--- config.mk ---
export PLATFORM = sky130hd
export DESIGN_NAME = fetch_unit
export DESIGN_NICKNAME = d
export VERILOG_FILES = /design/src/rtl/fetch_pkg.sv /design/src/rtl/fetch_queue.sv /design/src/rtl/fetch_unit.sv
export SDC_FILE = /design/constraint.sdc
export NUM_CORES = 1
export LEC_CHECK = 0
export CORE_MARGIN = 2
export CORE_UTILIZATION = 50
export CTS_BUF_LIST = sky130_fd_sc_hd__clkbuf_16
export CTS_CLUSTER_SIZE = 24
export DETAILED_ROUTE_END_ITERATION = 16
export PLACE_DENSITY = 0.78
export RECOVER_POWER = 25
export SLEW_MARGIN = 20
export SYNTH_ARGS = -nofsm -noshare
export SYNTH_HDL_FRONTEND = slang
export SYNTH_SLANG_ARGS = --single-unit
--- constraint.sdc ---
create_clock -name clk_i -period 4.7 [get_ports clk_i]
set_input_delay 0.94 -clock clk_i [delete_from_list [all_inputs] [get_ports clk_i]]
set_output_delay 0.94 -clock clk_i [all_outputs]
set_load 0.02 [all_outputs]
--- src/rtl/fetch_pkg.sv ---
// Shared types and defaults for the instruction fetch stage.
// Holds the FSM state encoding, the queue entry layout and the reset PC.
// No logic here; imported by fetch_queue and fetch_unit.
package fetch_pkg;

    // Address/data width used by the queue entry layout.
    localparam int FETCH_XLEN = 32;

    // Number of fetched instructions buffered ahead of decode.
    localparam int FETCH_QUEUE_DEPTH = 2;

    // First fetch address after reset.
    localparam logic [FETCH_XLEN-1:0] FETCH_RESET_PC = 32'h0000_0000;

    // ISSUE: may present a request. WAIT: one request outstanding, data kept.
    // DISCARD: one request outstanding whose data must be dropped.
    typedef enum logic [1:0] {
        ISSUE   = 2'd0,
        WAIT    = 2'd1,
        DISCARD = 2'd2
    } fetch_state_e;

    // One buffered instruction together with the address it was fetched from.
    typedef struct packed {
        logic [FETCH_XLEN-1:0] pc;
        logic [31:0]           instr;
    } fetch_entry_t;

endpackage : fetch_pkg

--- src/rtl/fetch_queue.sv ---
// Two-entry FIFO of fetched {pc, instr} pairs feeding the decode stage.
// Latency: a push is visible at the head on the next cycle; head is read combinationally.
// Backpressure: caller must not push when full or pop when empty; flush wins over push/pop.
module fetch_queue
    import fetch_pkg::*;
(
    input  logic         clk_i,
    input  logic         rst_ni,
    input  logic         push_i,
    input  fetch_entry_t entry_i,
    input  logic         pop_i,
    input  logic         flush_i,
    output logic [1:0]   count_o,
    output fetch_entry_t head_o
);

    fetch_entry_t mem_q [FETCH_QUEUE_DEPTH];
    logic         wr_ptr_q;
    logic         rd_ptr_q;
    logic [1:0]   count_q;

    // Storage, pointers and occupancy; a flush simply rewinds everything to empty.
    always_ff @(posedge clk_i or negedge rst_ni) begin
        if (!rst_ni) begin
            for (int i = 0; i < FETCH_QUEUE_DEPTH; i++) begin
                mem_q[i] <= '0;
            end
            wr_ptr_q <= 1'b0;
            rd_ptr_q <= 1'b0;
            count_q  <= 2'd0;
        end else if (flush_i) begin
            wr_ptr_q <= 1'b0;
            rd_ptr_q <= 1'b0;
            count_q  <= 2'd0;
        end else begin
            if (push_i) begin
                mem_q[wr_ptr_q] <= entry_i;
                wr_ptr_q        <= ~wr_ptr_q;
            end
            if (pop_i) begin
                rd_ptr_q <= ~rd_ptr_q;
            end
            if (push_i && !pop_i) begin
                count_q <= count_q + 2'd1;
            end else if (!push_i && pop_i) begin
                count_q <= count_q - 2'd1;
            end
        end
    end

    assign count_o = count_q;
    assign head_o  = mem_q[rd_ptr_q];

endmodule : fetch_queue

--- src/rtl/fetch_unit.sv ---
// Instruction fetch: PC, single-outstanding imem requests, 2-entry queue to decode.
// Latency: response in cycle N is offered to decode in cycle N+1; 2 cycles/instr with 1-cycle memory.
// Backpressure: stops requesting once the queue plus the outstanding request would overflow 2 entries.
module fetch_unit
    import fetch_pkg::*;
#(
    // Must match FETCH_XLEN, which sizes the queue entry.
    parameter int              XLEN     = FETCH_XLEN,
    parameter logic [XLEN-1:0] RESET_PC = FETCH_RESET_PC
) (
    input  logic            clk_i,
    input  logic            rst_ni,
    // instruction memory request channel
    output logic            imem_req_valid_o,
    input  logic            imem_req_ready_i,
    output logic [XLEN-1:0] imem_addr_o,
    // instruction memory response channel (in order, never backpressured)
    input  logic            imem_rsp_valid_i,
    input  logic [31:0]     imem_rdata_i,
    // control-flow redirect from execute
    input  logic            redirect_i,
    input  logic [XLEN-1:0] redirect_pc_i,
    // decode interface
    output logic            if_valid_o,
    input  logic            if_ready_i,
    output logic [31:0]     if_instr_o,
    output logic [XLEN-1:0] if_pc_o,
    output logic [XLEN-1:0] if_pc4_o
);

    fetch_state_e    state_q, state_d;
    logic [XLEN-1:0] pc_q, pc_d;
    logic [XLEN-1:0] req_pc_q, req_pc_d;

    logic            req_fire;
    logic            q_push;
    logic            q_pop;
    logic [1:0]      q_count;
    logic            q_has_head;
    fetch_entry_t    q_head;
    fetch_entry_t    q_entry;

    // A request is only ever presented when nothing is outstanding, so the
    // response can always land in the queue without overflowing it.
    assign imem_req_valid_o = rst_ni && (state_q == ISSUE)
                              && (32'(q_count) < FETCH_QUEUE_DEPTH);
    assign imem_addr_o      = pc_q;
    assign req_fire         = imem_req_valid_o && imem_req_ready_i;

    // Only data for a still-wanted request is kept; a redirect this cycle kills it.
    assign q_push  = (state_q == WAIT) && imem_rsp_valid_i && !redirect_i;
    assign q_entry = '{pc: req_pc_q, instr: imem_rdata_i};

    // Redirect hides the head immediately so decode never takes a wrong-path instruction.
    assign q_has_head = (q_count != 2'd0);
    assign if_valid_o = q_has_head && !redirect_i;
    assign q_pop      = if_valid_o && if_ready_i;

    // Head fields read as zero when empty, which also gives clean reset values.
    assign if_instr_o = q_has_head ? q_head.instr : 32'h0;
    assign if_pc_o    = q_has_head ? XLEN'(q_head.pc) : '0;
    assign if_pc4_o   = q_has_head ? XLEN'(q_head.pc) + XLEN'(4) : '0;

    // Next-state, PC and outstanding-address selection; redirect overrides everything.
    always_comb begin
        state_d  = state_q;
        pc_d     = pc_q;
        req_pc_d = req_pc_q;
        if (redirect_i) begin
            pc_d = redirect_pc_i & ~XLEN'(3);
            case (state_q)
                // A request accepted this very cycle is now wrong-path: drop its data.
                ISSUE:         state_d = req_fire ? DISCARD : ISSUE;
                // A response arriving with the redirect closes the old request here.
                WAIT, DISCARD: state_d = imem_rsp_valid_i ? ISSUE : DISCARD;
                default:       state_d = ISSUE;
            endcase
        end else begin
            case (state_q)
                ISSUE: begin
                    if (req_fire) begin
                        req_pc_d = pc_q;
                        pc_d     = pc_q + XLEN'(4);
                        state_d  = WAIT;
                    end
                end
                WAIT, DISCARD: begin
                    if (imem_rsp_valid_i) begin
                        state_d = ISSUE;
                    end
                end
                default: state_d = ISSUE;
            endcase
        end
    end

    // FSM, fetch PC and outstanding-request PC registers.
    always_ff @(posedge clk_i or negedge rst_ni) begin
        if (!rst_ni) begin
            state_q  <= ISSUE;
            pc_q     <= RESET_PC;
            req_pc_q <= '0;
        end else begin
            state_q  <= state_d;
            pc_q     <= pc_d;
            req_pc_q <= req_pc_d;
        end
    end

    fetch_queue u_queue (
        .clk_i   (clk_i),
        .rst_ni  (rst_ni),
        .push_i  (q_push),
        .entry_i (q_entry),
        .pop_i   (q_pop),
        .flush_i (redirect_i),
        .count_o (q_count),
        .head_o  (q_head)
    );

endmodule : fetch_unit

# Word-level counts from Yosys, hierarchy flattened
# Index checks and enable logic that the tools add are counted.
totals:
  regBits: 198
  latch_bits: 0
  ramBits: 0
  romBits: 0
  inputBits: 70
  output_inout_bits: 130
  wordCells: 78
  n_memories: 0
classes:
  add_sub_neg: 4
  mul: 0
  div_mod_pow: 0
  magnitude_cmp: 4
  eq_ne: 4
  shifts: 0
  n_mux: 26
  bitwise_logic: 5
  n_reduce_logical: 25
op_table:
  columns: ["operator", "count"]
  rows:
  - ["64-bit two-way mux", 4]
  - ["32-bit two-way mux", 6]
  - ["128-bit bitwise mux", 1]
  - ["32-bit by 3-bit adder with 32-bit output (second input constant)", 2]
  - ["64-bit demux with 1-bit select", 1]
  - ["2-bit two-way mux", 8]
  - ["1-bit logical AND", 10]
  - ["2-bit nonzero test", 5]
  - ["2-bit case mux with 2 select lines", 2]
  - ["3-bit != test (second input constant)", 2]
  - ["2-bit AND reduction", 3]
  - ["2-bit greater-or-equal comparator (second input constant)", 2]
  - ["1-bit two-way mux", 4]
  - ["1-bit inverter with 2-bit output", 2]
  - ["1-bit logical NOT", 3]
  - ["1-bit inverter", 3]
  - ["3-bit AND reduction", 1]
  - ["3-bit nonzero test", 1]
  - ["2-bit by 1-bit adder with 2-bit output (second input constant)", 1]
  - ["2-bit by 1-bit equality test with 1-bit output (second input constant)", 1]
  - ["2-bit equality test (second input constant)", 1]
  - ["2-bit logical NOT", 1]
  - ["2-bit by 1-bit less-than comparator with 1-bit output (second input constant)", 1]
  - ["2-bit less-than comparator (second input constant)", 1]
  - ["2 further kinds", 2]

# Logic depth before layout (Yosys ltp)
logic_depth:
  depth_word: 8
  ltp_mapped: 10
  ltp_nobuf: 7

# Hierarchy
# A second synthesis with hierarchy kept.
hier_totals:
  hier_cells: 848
  hier_area_um2: 10276.1
modules_own_cells:
  columns: ["mod", "n_inst", "cells_per_inst", "area_per_inst_um2", "seq_area_each_um2"]
  rows:
  - ["fetch_queue", 1, 359, 6033.3, 3303.2]
  - ["fetch_unit", 1, 489, 4242.8, 1551.5]

# Worst setup path before layout
# Ideal clock, no wire load.
synth_path:
  path_type: "flip-flop to output port"
  from: "register u_queue.rd_ptr_q"
  to: "output port if_pc4_o[30]"
  t_arrival_ps: 3050
  t_required_ps: 3760
  slack_ps: 710
  stages_incl_launch_ff: 10
  n_path_buf: 4
  path_cell_list: "dfrtp_1 buf_6 buf_4 buf_2 buf_2 mux2_2 ha_1 a21boi_0 nand4_1 o41ai_1"
synth_between:
  elab_chain_cells: 6
synth_rtl:
  columns: ["item", "line_no", "text"]
  rows:
  - ["start: declaration", "fetch_queue.sv:19", "logic rd_ptr_q;"]
  - ["start signal: assignment", "fetch_queue.sv:41", "rd_ptr_q <= ~rd_ptr_q;"]
  - ["1-bit inverter with 2-bit output (implied by the code)", "fetch_queue.sv:52", "assign head_o = mem_q[rd_ptr_q];"]
  - ["64-bit two-way mux (implied by the code) (3 in a row)", "fetch_queue.sv:52", null]
  - ["32-bit by 3-bit adder with 32-bit output", "fetch_unit.sv:62", "assign if_pc4_o = q_has_head ? XLEN'(q_head.pc) + XLEN'(4) : '0;"]
  - ["32-bit two-way mux", "fetch_unit.sv:62", null]
  - ["end: declaration", "fetch_unit.sv:28", "output logic [XLEN-1:0] if_pc4_o"]
# Every way passes these cells. The select of a mux whose other input is x is not followed.

# Worst setup path in the final report
layout_path:
  from: "register u_queue.rd_ptr_q"
  to: "output port if_pc4_o[20]"
# Same word-level chain as after synthesis.

==> metrics.md <==
| Metric | Value |
|---|---|
| Register area | `4760 sq um` |
| Initial antenna violation count | `0` |
| # placed instances | `1,283` |
| Fill cells | `1,514` |
| Post-Synth XOR/XNOR Area | `0.0415` |
| Worst EP arrival | `3.67 ns` |
| Sequential power share | `0.484` |
| Max cap viols | `1` |
| EDFF count, synth | `0` |
| Largest family of logic cells by synthesized area | `multiplexers` |
| Compound-gate portion of the synthesized area | `0.0516` |
| CORE AREA | `18,900 sq um` |
| Pint | `0.00341 W` |
| Commonest non-fill, non-tap cell in the layout | `dfrtp_1` |
| Drt first pass iters | `4` |
| Final Instance Count excl. Fillers | `1,316` |
| Required @ worst endpoint | `3.76 ns` |
| Setup Viol. Count Final | `0` |
| Leak | `5.11 nW` |
| Startpoint Class | `flip-flop` |
| Clk pwr share | `0.279` |
| Most frequent cells in the layout | `189 x dfrtp_1, 188 x clkdlybuf4s50_1, 162 x mux2_2` |
| Io pins | `200` |
| Total CTS buffers | `17` |
| Area of the multi-input gates | `4690 sq um` |
| Maximum net fanout on the critical path | `19` |
| Total negative slack | `0 ns` |
| Dpl hpwl | `16.0 mm` |
| Synthesized area | `9700 sq um` |
| CP Class | `flip-flop to output port` |
| Largest net degree at the start of global routing | `184` |
| Worst-Skew Late Latency | `0.43 ns` |
| Area delta synth->final | `27.8%` |
| DIE AREA | `20,500 sq um` |
| Gate power share | `0.238` |
| Total gr overflow | `0` |
| Diode count | `0` |
| First-pass GRT wire length | `36.4 mm` |
| Synth Instances | `871` |
| Post-DRT Antenna Nets | `0` |
| Hold_buf cts | `0` |
| DRC Markers | `0` |
| CTS sink cnt | `190` |
| Final core utilization | `0.656` |
| Root Buffer | `clkbuf_16` |
| Most common flop cell mapped by yosys | `dfrtp_1` |
| CP Capture Type | `output port` |
| Ratio of cells with drive above 1 in the final layout | `0.207` |
| Post-Route WL | `23.2 mm` |
| Adder-Cell Fraction of Synth Area | `0.00645` |
| Starting density of the core | `0.513` |
| Final max-slew violation count | `184` |
| Die Span Y | `143 microns` |
| Num rows | `50` |
| Worst slew margin | `-0.617` |
| Max IR drop VDD | `0.276 mV` |
| RePlAce Congestion | `0.853` |
| RSZ-0062 raised after global routing | `no` |
| Status | `finished, violations left` |
| Hold Crit Class | `primary input to asynchronous set/reset pin` |
| Minimum clock period after layout | `4.61 ns` |
| Yosys warnings | `0` |
| Syn avg cell area | `11.1 sq um` |
| Number of DRC markers in iteration 0 | `369` |
| Max Buffers Root-to-Sink | `2` |
| Pwr dens | `404 nW/um^2` |
| Vias in the first global route | `7,073` |
| Clk slew on worst S/H paths | `0.07 ns` |
| Worst Max-Slew Pin Slew | `2.43 ns` |
| Post-DR vias/cell | `5.50` |
| Die X | `143 microns` |
| Clk_skew | `0.00985 ns` |
| Sequential area share after synthesis | `0.490` |
| Yosys cell types | `49` |
| Net Sw Frac | `0.320` |
| Final nets | `1,118` |
| IO Port Bufs | `191` |
| FMAX | `217 MHz` |
| CTS HTree Levels | `4` |
| Total GRT Usage | `0.226` |
| Yosys reg bits | `190` |
| Sw power | `0.00160 W` |
| Hold Fails Final Rpt | `0` |
| Vias post-DR | `7,239` |
| Failing checks | `capacitance limit, slew limit` |
| Period Utilization, post-route | `0.980` |
| CTS tree | `built` |
| Synth async-reset ratio | `1.00` |
| Post-Synth Simple-Gate Area | `0.136` |
| Mux contribution to synthesized area | `0.243` |
| Wire per inst | `17.7 microns` |
==> stage by stage <==
stage               setup WS [ns]  hold WS, ns  power, W  area (sq um)
floorplan                   0.710        0.473   0.00317          9720
global placement            0.348        0.486   0.00357         11800
detailed placement          0.274        0.494   0.00364         11800
CTS                      0.000171        0.291   0.00504         12400
global route              0.00540        0.497   0.00528         12400
finish                     0.0932        0.467   0.00501         12400
==> path summary, 6_finish.rpt <==
check                                      to  slack [ns]  cells after the start               start
max                              if_pc4_o[20]        0.09                      7    u_queue.rd_ptr_q
min                                state_q[0]        0.47                      1              rst_ni
max reg2reg                   imem_addr_o[15]        2.08                      7          state_q[1]
min reg2reg                u_queue.mem_q[126]        0.51                      1  u_queue.mem_q[126]
max in group asynchronous    u_queue.rd_ptr_q        1.11                      2              rst_ni
min in group clk_i         u_queue.mem_q[126]        0.51                      1  u_queue.mem_q[126]
==> power groups by stage <==
stage          clock network (W)  logic, W  registers, W
2_1_floorplan                  0  0.000840       0.00233
3_3_place_gp                   0   0.00116       0.00242
3_5_place_dp                   0   0.00119       0.00245
4_1_cts                  0.00142   0.00120       0.00242
5_1_grt                  0.00149   0.00131       0.00248
6_report                 0.00140   0.00119       0.00242
==> layout make-up <==
cell class                      instances  share of cell area
Sequential cell                       190               0.384
Multi-Input combinational cell        622               0.378
Timing Repair Buffer                  202               0.162
Clock buffer                           17              0.0343
Tap cell                              260              0.0262
Clock inverter                         15              0.0123
Inverter                               10             0.00303
==> registers in the layout, indices dropped and copies added, names as in the netlist <==
signal,cells
u_queue.mem_q,124
imem_addr_o,30
req_pc_q,30
state_q,2
u_queue.count_o,2
u_queue.rd_ptr_q,1
u_queue.wr_ptr_q,1
==> synth_stat cells, types with 5 or more instances <==
cell type	count	share of area
and4_1	5	0.0045
nor2_1	89	0.034
and2_1	8	0.0052
nand2_1	65	0.025
o21ai_0	40	0.021
ha_1	5	0.0064
buf_1	5	0.0019
clkbuf_1	30	0.012
buf_2	9	0.0046
inv_1	10	0.0039
a32o_1	6	0.0062
xnor2_1	30	0.027
nand4_1	18	0.012
nor3_1	19	0.0098
mux2_2	162	0.19
o31ai_1	5	0.0039
nor2b_1	9	0.0058
nor4_1	7	0.0045
mux2i_1	53	0.055
buf_4	8	0.0062
xor2_1	16	0.014
a21oi_1	11	0.0057
nand3b_1	5	0.0039
dfrtp_1	190	0.49
nand3_1	27	0.014
==> logic make-up (layout without fill, tap and decap cells) <==
| kind of cell | Yosys count | after routing |
|---|---|---|
| xor gates and xnor gates | 46 | 46 |
| adders and majority gates | 5 | 5 |
| and+or+nand+nor | 270 | 270 |
| DFF | 190 | 190 |
| buffers and inverters | 64 | 244 |
| other | 1 | 6 |
| muxes | 215 | 215 |
| AOI/OAI and AO/OA | 80 | 80 |
==> critical path: stages, from the launching register on <==
cell	delay [ns]
dfrtp_4	0.60
mux2_2	0.29
ha_1	0.23
a21boi_1	0.41
nand4_2	0.39
o31a_1	0.36
nor3_1	0.28
clkdlybuf4s50_1	0.67
==> repair_timing <==
item                                    CTS  global route
resized for setup                         3             1
buffers inserted                          0             1
endpoints found under the setup margin    5             7
pin swaps                                 0             0
==> metal layers <==
metal	vias up	global-route usage	wire length [microns]
met5	-	0	0
met4	0	0.0630	254
met3	21	0.0463	1290
met2	218	0.371	11200
met1	3585	0.308	10500
li1	3415	-	-
Power figures use the tool's default switching activity.
